<file path="config.mk">
export PLATFORM = sky130hd
export DESIGN_NAME = lcd_spi_sink
export DESIGN_NICKNAME = d
export VERILOG_FILES = /design/src/rtl/lcd_spi_sink.sv
export SDC_FILE = /design/constraint.sdc
export NUM_CORES = 1
export LEC_CHECK = 0
export CAP_MARGIN = 20
export CORE_ASPECT_RATIO = 1.4
export CORE_MARGIN = 10
export CORE_UTILIZATION = 35
export DETAILED_ROUTE_END_ITERATION = 6
export MAX_ROUTING_LAYER = met4
export RECOVER_POWER = 25
export SYNTH_ARGS = -nofsm -noshare
export SYNTH_HDL_FRONTEND = slang
export SYNTH_SLANG_ARGS = --single-unit
</file>
<file path="constraint.sdc">
create_clock -name clk -period 8.3 [get_ports clk]
set_input_delay 2.49 -clock clk [delete_from_list [all_inputs] [get_ports clk]]
set_output_delay 2.49 -clock clk [all_outputs]
set_load 0.01 [all_outputs]
</file>
<file path="src/rtl/lcd_spi_sink.sv">
// lcd_spi_sink: receive side of the 4-wire panel link.
// Decodes CASET/RASET/RAMWR into addressed RGB565 pixel writes.
module lcd_spi_sink #(
  parameter int WIDTH  = 160,
  parameter int HEIGHT = 128
) (
  input  logic        clk,
  input  logic        reset,
  input  logic        scl,
  input  logic        sda,
  input  logic        cs,
  input  logic        rs,
  output logic        byte_valid,
  output logic [7:0]  byte_data,
  output logic        byte_is_data,
  output logic        pix_valid,
  output logic [7:0]  pix_x,
  output logic [7:0]  pix_y,
  output logic [15:0] pix_data,
  output logic        frame_done,
  output logic        err
);

  localparam logic [7:0] XMAX = 8'(WIDTH - 1);
  localparam logic [7:0] YMAX = 8'(HEIGHT - 1);
  localparam logic [8:0] WLIM = 9'(WIDTH);
  localparam logic [8:0] HLIM = 9'(HEIGHT);

  typedef enum logic [2:0] {
    S_IDLE,
    S_CASET,
    S_RASET,
    S_RAMWR,
    S_IGNORE
  } state_t;

  logic scl_m, scl_s, scl_q;
  logic sda_m, sda_s;
  logic cs_m, cs_s;
  logic rs_m, rs_s;
  logic scl_rise;

  always_ff @(posedge clk or posedge reset) begin
    if (reset) begin
      scl_m <= 1'b0;
      scl_s <= 1'b0;
      scl_q <= 1'b0;
      sda_m <= 1'b0;
      sda_s <= 1'b0;
      cs_m  <= 1'b1;
      cs_s  <= 1'b1;
      rs_m  <= 1'b0;
      rs_s  <= 1'b0;
    end else begin
      scl_m <= scl;
      scl_s <= scl_m;
      scl_q <= scl_s;
      sda_m <= sda;
      sda_s <= sda_m;
      cs_m  <= cs;
      cs_s  <= cs_m;
      rs_m  <= rs;
      rs_s  <= rs_m;
    end
  end

  assign scl_rise = scl_s & ~scl_q;

  logic [2:0] bit_cnt;
  logic [6:0] shreg;
  logic [7:0] rx_byte;
  logic       rx_rs;
  logic       rx_got;
  logic       cs_err;

  always_ff @(posedge clk or posedge reset) begin
    if (reset) begin
      bit_cnt <= 3'd0;
      shreg   <= 7'd0;
      rx_byte <= 8'd0;
      rx_rs   <= 1'b0;
      rx_got  <= 1'b0;
      cs_err  <= 1'b0;
    end else begin
      rx_got <= 1'b0;
      cs_err <= 1'b0;
      if (cs_s) begin
        bit_cnt <= 3'd0;
        cs_err  <= (bit_cnt != 3'd0);
      end else if (scl_rise) begin
        shreg   <= {shreg[5:0], sda_s};
        bit_cnt <= bit_cnt + 3'd1;
        if (bit_cnt == 3'd7) begin
          rx_byte <= {shreg, sda_s};
          rx_rs   <= rs_s;
          rx_got  <= 1'b1;
        end
      end
    end
  end

  always_ff @(posedge clk or posedge reset) begin
    if (reset) begin
      byte_valid   <= 1'b0;
      byte_data    <= 8'd0;
      byte_is_data <= 1'b0;
    end else begin
      byte_valid <= rx_got;
      if (rx_got) begin
        byte_data    <= rx_byte;
        byte_is_data <= rx_rs;
      end
    end
  end

  state_t      state, state_n;
  logic [1:0]  pidx, pidx_n;
  logic [7:0]  p_sh, p_sh_n;
  logic [7:0]  p_sl, p_sl_n;
  logic [7:0]  p_eh, p_eh_n;
  logic [7:0]  xs, xs_n, xe, xe_n;
  logic [7:0]  ys, ys_n, ye, ye_n;
  logic [7:0]  cx, cx_n, cy, cy_n;
  logic        have_hi, have_hi_n;
  logic [7:0]  hi, hi_n;
  logic        pix_valid_n, frame_done_n, err_n;
  logic [7:0]  pix_x_n, pix_y_n;
  logic [15:0] pix_data_n;
  logic [8:0]  lim;
  logic        win_ok;

  // End bound is checked in 9 bits so a 256-wide panel still works.
  assign lim    = (state == S_CASET) ? WLIM : HLIM;
  assign win_ok = (p_sh == 8'd0) && (p_eh == 8'd0) &&
                  (p_sl <= byte_data) &&
                  ({1'b0, byte_data} < lim);

  always_ff @(posedge clk or posedge reset) begin
    if (reset) begin
      state      <= S_IDLE;
      pidx       <= 2'd0;
      p_sh       <= 8'd0;
      p_sl       <= 8'd0;
      p_eh       <= 8'd0;
      xs         <= 8'd0;
      xe         <= XMAX;
      ys         <= 8'd0;
      ye         <= YMAX;
      cx         <= 8'd0;
      cy         <= 8'd0;
      have_hi    <= 1'b0;
      hi         <= 8'd0;
      pix_valid  <= 1'b0;
      pix_x      <= 8'd0;
      pix_y      <= 8'd0;
      pix_data   <= 16'd0;
      frame_done <= 1'b0;
      err        <= 1'b0;
    end else begin
      state      <= state_n;
      pidx       <= pidx_n;
      p_sh       <= p_sh_n;
      p_sl       <= p_sl_n;
      p_eh       <= p_eh_n;
      xs         <= xs_n;
      xe         <= xe_n;
      ys         <= ys_n;
      ye         <= ye_n;
      cx         <= cx_n;
      cy         <= cy_n;
      have_hi    <= have_hi_n;
      hi         <= hi_n;
      pix_valid  <= pix_valid_n;
      pix_x      <= pix_x_n;
      pix_y      <= pix_y_n;
      pix_data   <= pix_data_n;
      frame_done <= frame_done_n;
      err        <= err_n;
    end
  end

  always_comb begin
    state_n      = state;
    pidx_n       = pidx;
    p_sh_n       = p_sh;
    p_sl_n       = p_sl;
    p_eh_n       = p_eh;
    xs_n         = xs;
    xe_n         = xe;
    ys_n         = ys;
    ye_n         = ye;
    cx_n         = cx;
    cy_n         = cy;
    have_hi_n    = have_hi;
    hi_n         = hi;
    pix_valid_n  = 1'b0;
    pix_x_n      = pix_x;
    pix_y_n      = pix_y;
    pix_data_n   = pix_data;
    frame_done_n = 1'b0;
    err_n        = cs_err;
    if (byte_valid && !byte_is_data) begin
      pidx_n    = 2'd0;
      have_hi_n = 1'b0;
      unique case (1'b1)
        (byte_data == 8'h2A): state_n = S_CASET;
        (byte_data == 8'h2B): state_n = S_RASET;
        (byte_data == 8'h2C): begin
          state_n = S_RAMWR;
          cx_n    = xs;
          cy_n    = ys;
        end
        default: state_n = S_IGNORE;
      endcase
    end else if (byte_valid) begin
      case (state)
        S_CASET, S_RASET: begin
          pidx_n = pidx + 2'd1;
          case (pidx)
            2'd0: p_sh_n = byte_data;
            2'd1: p_sl_n = byte_data;
            2'd2: p_eh_n = byte_data;
            default: begin
              state_n = S_IGNORE;
              if (!win_ok) begin
                err_n = 1'b1;
              end else if (state == S_CASET) begin
                xs_n = p_sl;
                xe_n = byte_data;
              end else begin
                ys_n = p_sl;
                ye_n = byte_data;
              end
            end
          endcase
        end
        S_RAMWR: begin
          if (!have_hi) begin
            hi_n      = byte_data;
            have_hi_n = 1'b1;
          end else begin
            have_hi_n   = 1'b0;
            pix_valid_n = 1'b1;
            pix_x_n     = cx;
            pix_y_n     = cy;
            pix_data_n  = {hi, byte_data};
            if (cx < xe) begin
              cx_n = cx + 8'd1;
            end else if (cy < ye) begin
              cx_n = xs;
              cy_n = cy + 8'd1;
            end else begin
              cx_n         = xs;
              cy_n         = ys;
              frame_done_n = 1'b1;
            end
          end
        end
        default: ;
      endcase
    end
  end

endmodule
</file>
Word level (Yosys, flattened, before mapping)
Index checks and enable logic that the tools add are counted.
{"block": "classes", "n_addsub": 4, "order_cmp": 4, "n_eq_ne": 12, "mux": 47, "bitwise_logic": 7, "reduce_logical": 30}
{"cell": "$mux 8", "count": 13}
{"cell": "$eq 8x6->1 const B", "count": 3}
{"cell": "$lt 8x8->1", "count": 3}
{"cell": "$reduce_and 4->1", "count": 6}
{"cell": "$mux 1", "count": 23}
{"cell": "$mux 3", "count": 6}
{"cell": "$add 8x1->8 const B", "count": 2}
{"cell": "$logic_not 8->1", "count": 2}
{"cell": "$reduce_and 6->1", "count": 2}
{"cell": "$reduce_bool 2->1", "count": 5}
{"cell": "$pmux 3 s3", "count": 1}
{"cell": "$le 8x8->1", "count": 1}
{"cell": "$eq 3x2->1 const B", "count": 2}
{"cell": "$mux 2", "count": 3}
{"cell": "$mux 6", "count": 1}
{"cell": "$not 1->1", "count": 6}
{"cell": "$reduce_and 2->1", "count": 3}
{"cell": "$reduce_and 3->1", "count": 2}
{"cell": "$reduce_and 5->1", "count": 1}
{"cell": "$logic_and 1x1->1", "count": 4}
{"cell": "$ne 2x1->1 const B", "count": 2}
{"cell": "$add 3x1->3 const B", "count": 1}
{"cell": "$eq 3x1->1 const B", "count": 1}
{"cell": "$eq 3x3->1 const B", "count": 1}
{"cell": "other kinds (10)", "count": 10}
{"block": "word_totals", "regBits": 161, "in_bits": 6, "out_inout_bits": 45, "word_cells": 141}

Depth between registers and ports, before layout
{"block": "depth", "word_depth": 9, "mapped_depth": 11, "ltp_nobuf": 8}

Least setup slack after synthesis
Ideal clock, no wire load.
{"block": "synth_timing", "path_type": "reg-to-output", "start": "register byte_data[7]", "end": "output byte_data[7]", "arrival_ns": 0.440, "required_time_ns": 5.810, "path_slack_ns": 5.370, "stages_incl_launch_ff": 1, "path_buffers": 0, "cell_sequence": "dfrtp_1"}
{"element": "start: declaration", "line": "14", "text": "output logic [7:0] byte_data,"}
{"element": "start signal: assignment", "line": "110", "text": "byte_data <= rx_byte;"}
No word-level cell between the ends.

Worst setup path in the final report
{"block": "layout_timing", "start": "register byte_data[0]", "end": "output byte_data[0]"}
No word-level cell between the ends.

==> impl_summary.md <==
Yosys
The number of nets in the synthesized netlist is 598. The sequential cell area fraction in the yosys report is ~57%. The distinct cell type count of the synthesized netlist is 59. The average instance area after synthesis is 12.76 um^2. The number of storage elements in the synthesis netlist is between 150 and 200. The gate count of the mapped netlist is 561.

For this run, the leading register cell type out of synthesis is sky130_fd_sc_hd__dfrtp_1. For this run, asynchronously set or reset flops after synthesis account for 100.0%. The number of synthesized flops with an enable pin is 0. The Yosys warning count is 0.

The total standard cell area after synthesis is around 7200 um^2.

Cells and area
The area overhead of the layout relative to synthesis is 19.30%. After the last flow step, the layout net total stands at 647. The footprint of the multi-input gates is 2819 um^2. At the end of the flow the core is filled with cells to 42.69%. The number of filler cells placed in the layout is 1,862. Summing all flip-flop and latch instances after layout gives 4048 um^2.

The final cell count without fillers is slightly below 900. The area of all placed cells without fillers is 8537 um^2. 0 antenna diodes ended up in the layout. Of the cells placed in the final design, the portion with a size suffix greater than 1 is 25.36%.

Worst setup path
For this run, the slowest stage of the critical path takes 0.69 ns. The worst reg2reg path depth is 8. The total buffers and inverters traversed by the critical path is 1.

Following the worst setup path forward leads to its endpoint at byte_data[0]. The worst-path maximum fanout is 13. The path type of the worst setup path is flop to output pin. The critical path startpoint category is a flop. The slowest cell on the critical path is sky130_fd_sc_hd__dfrtp_1. The terminus of the critical flop-to-flop path is xs[7]$_DFFE_PP0P_. The startpoint of the most critical setup path is byte_data[0]$_DFFE_PP0P_. The cell count along the critical path is 1.

The critical path goes through clkdlybuf4s50_1. The required time of the worst setup path is 5.81 ns. The startpoint of the lowest-slack register-to-register path is byte_data[1]$_DFFE_PP0P_. The data arrival at the endpoint of the critical path is about 1.8 ns. The kind of cell with the highest combined delay along the critical path is flip-flops. STA classifies the critical path endpoint as an output pin.

The worst-case register-to-register setup slack is a little over 5 ns.

Clocking
The TritonCTS clock tree is yes. The number of levels the H-tree was split into is 4. The register clock-pin slew on the reported worst setup and hold paths is 0.06 ns. The number of hold buffers added after CTS was 0.

In this run the post-CTS setup repair buffer count came out at 0. Once the clock tree was built, the resizer swapped 0 gates to a different size. At the later pin of the worst-skew pair, clock insertion delay measures 0.42 ns. No sink is reached through more buffers than the 2 on the longest clock path. Counting every sink on the clock net gives ~160. The tree is rooted in a sky130_fd_sc_hd__clkbuf_16. The number of clock buffers added by TritonCTS is 17.

Drt
The number of detailed-routing iterations run before antenna repair is 4. The highest signal layer in the routed design is met4. The met2 wirelength from detailed routing is 7833 um. After detailed routing, the total wire length is between 10,000 and 15,000 um. The count of nets left with antenna violations once routing finished came out at 0. The via count of the routed design is 4,358.

The number of design-rule violations left by the first detailed-router iteration is 347. Dividing the detail-routed wire length by the instance count gives 16.65 um. For this block, wires on met1 add up to 6026 um.

In the routed design, unresolved DRC markers number 0. Detailed routing placed a total of 391 um of wire on met3. The via density per instance is about 5.

GRT
The global-route usage over all layers is 11.78%. The initial antenna violation count came to 0. Global routing finished with a remaining overflow of 0.

The first global-routing pass estimated 24,450 um of wire. The largest net degree at the start of global routing is 123. The number of global-route vias before repair is 4,703.

STA
The smallest hold slack is 0.3486 ns. Static timing analysis puts the maximum clock frequency at 0.2345 GHz. The final-layout setup total negative slack is 0 ns. The count of final max-slew check failures came to 37.

The count of endpoints failing setup in the final report is 0. Counting I/O delays and the setup requirement, the final critical path takes 4.265 ns. The worst clock skew on the final layout is 0.005765 ns. Setup repair after global routing left no endpoint under its margin.

The final count of hold timing violations came to 0. Dividing the final minimum period by the clock period gives 51.38%. Measured against its own limit, the worst slew margin works out to -17.63%. The slew at the pin closest to its max-slew limit is 1.765 ns.

Place
Summed over all nets, the half-perimeter wirelength after detailed placement is 10,580 um. In this run the cell area measured after placement is 7838 um^2. The last weighted congestion value of the routability-driven placer is 0.7925. Counting tap cells, the placed design contains a total of 841 instances. The number of port buffers is 50.

Pwr
The analysis attributes to cell leakage a power of 3.992 nW. VDD sags by at most ~0.00015 V. The areal power density over the cells is ~200 nW/um^2.

Die
The floorplan has 61 rows. The area of the core region is about 20,000 um^2. The effective utilization at floorplan is 35.78%. The total I/O pin count is 51. The die is ~140 um wide.

In this run the vertical extent of the chip is 189.2 um. The die covers 26,650 um^2.

Run status
The run finished, with violations left. The final reports fail on max-capacitance violations, max-slew violations.

Flow run
The number of maximum-capacitance violations is 1.

Hold path
The worst min-delay path category is flop to flop.
[final cells by class]
type | count | share of cell area [%]
clock buffer | 20 | 5.467
clock inverter | 12 | 2.360
inverter | 37 | 1.685
multi-input combinational | 340 | 33.02
sequential | 161 | 47.41
tap | 252 | 3.693
timing repair buffer | 53 | 6.361
[sequential cells by signal (all words and copies together) (netlist names), 2 cells and up]
signal and cells:
p_eh 8, rx_byte 8, shreg 7, ye 8
bit_cnt 3, cx 8, xe 8, byte_data 8
pix_y 8, p_sh 8, pidx 2, ys 8
cy 8, pix_data 16, hi 8, p_sl 8
state 3, pix_x 8, xs 8
[routing by layer]
| layer | GRT usage, % | vias to the layer above |
|---|---|---|
| li1 | - | 2072 |
| met1 | 12.63 | 2203 |
| met2 | 20.33 | 56 |
| met3 | 3.005 | 27 |
| met4 | 4.658 | 0 |
| met5 | - | - |
[how the worst min path moves through the flow]
| stage | start | endpoint | cells after the start |
|---|---|---|---|
| 6_report | rs_m$_DFF_PP0_ | rs_s$_DFF_PP0_ | 0 |
| 5_1_grt | sda_m$_DFF_PP0_ | sda_s$_DFF_PP0_ | 0 |
| 4_1_cts | rs_m$_DFF_PP0_ | rs_s$_DFF_PP0_ | 0 |
| 3_5_place_dp | rs_m$_DFF_PP0_ | rs_s$_DFF_PP0_ | 0 |
| 3_3_place_gp | sda_m$_DFF_PP0_ | sda_s$_DFF_PP0_ | 0 |
| 2_1_floorplan | rs_m$_DFF_PP0_ | rs_s$_DFF_PP0_ | 0 |
[kinds of logic after synthesis]
kind of cell    Yosys count  share of synthesized area, %
fa+ha+maj                31                         5.421
compound gates           86                         7.361
simple gates            100                         7.554
mux                     120                         18.66
flops                   161                         56.57
buf+inv                  60                         4.074
xor+xnor                  3                        0.3673
[cells in the final DEF, fill, tap and decap left out, drive strengths merged, types with 5 or more instances in the layout]
cell | Yosys | final
dfrtp | 146 | 146
mux2 | 98 | 98
clkdlybuf4s50 | 0 | 50
inv | 37 | 40
ha | 31 | 31
o21ai | 31 | 31
nand2 | 27 | 27
a21oi | 27 | 27
mux2i | 22 | 22
nor2 | 21 | 21
clkbuf | 6 | 20
dfstp | 15 | 15
nand3 | 11 | 11
and3 | 8 | 8
nor4 | 5 | 5
a21o | 5 | 5
bufinv | 0 | 5
nand4 | 5 | 5
[Yosys cell counts, types with 2 or more instances]
cell type                   count  area (um^2)
sky130_fd_sc_hd__nand3_1       11        55.05
sky130_fd_sc_hd__and3_1         8        50.05
sky130_fd_sc_hd__nand4_1        4        25.02
sky130_fd_sc_hd__a211oi_1       2        15.01
sky130_fd_sc_hd__a21o_1         5        37.54
sky130_fd_sc_hd__nand2b_1       2        12.51
sky130_fd_sc_hd__mux2_2        92         1036
sky130_fd_sc_hd__ha_1          31        387.9
sky130_fd_sc_hd__nor2b_1        4        25.02
sky130_fd_sc_hd__inv_1         37        138.9
sky130_fd_sc_hd__a21oi_1       26        130.1
sky130_fd_sc_hd__o211ai_1       2        15.01
sky130_fd_sc_hd__clkbuf_1       5        18.77
sky130_fd_sc_hd__dfstp_2       15        394.1
sky130_fd_sc_hd__and2_1         4        25.02
sky130_fd_sc_hd__o2bb2ai_1      2        17.52
sky130_fd_sc_hd__nor2_1        19        71.32
sky130_fd_sc_hd__mux2_4         3        45.04
sky130_fd_sc_hd__nor3_1         2        10.01
sky130_fd_sc_hd__o21ai_2        2        17.52
sky130_fd_sc_hd__mux2_1         3        33.78
sky130_fd_sc_hd__o22ai_1        3        18.77
sky130_fd_sc_hd__a22oi_1        3        22.52
sky130_fd_sc_hd__o21ai_0       28        140.1
sky130_fd_sc_hd__buf_4          4        30.03
sky130_fd_sc_hd__mux2i_1       22        220.2
sky130_fd_sc_hd__a22o_1         2        17.52
sky130_fd_sc_hd__buf_2          9        45.04
sky130_fd_sc_hd__nor3b_1        2        15.01
sky130_fd_sc_hd__dfrtp_1      146         3654
sky130_fd_sc_hd__nor4_1         5        31.28
sky130_fd_sc_hd__buf_6          3        33.78
sky130_fd_sc_hd__xnor2_1        2        17.52
sky130_fd_sc_hd__o21a_1         2        15.01
sky130_fd_sc_hd__nand2_1       27        101.4
[power breakdown]
part            total, W  leakage [nW]  switching, W  internal, W
Combinational  0.0000370          1.50     0.0000204    0.0000166
Sequential      0.000814          2.17     0.0000105     0.000803
Clock           0.000867         0.323      0.000308     0.000560
[metrics by stage]
step	worst slack, ns	power (W)
3_3_place_gp	3.969	0.0008625
6_report	4.035	0.001718
5_1_grt	3.947	0.001784
2_1_floorplan	1.487	0.0008514
3_5_place_dp	3.909	0.0008648
4_1_cts	3.960	0.001741
Power figures use the tool's default switching activity.
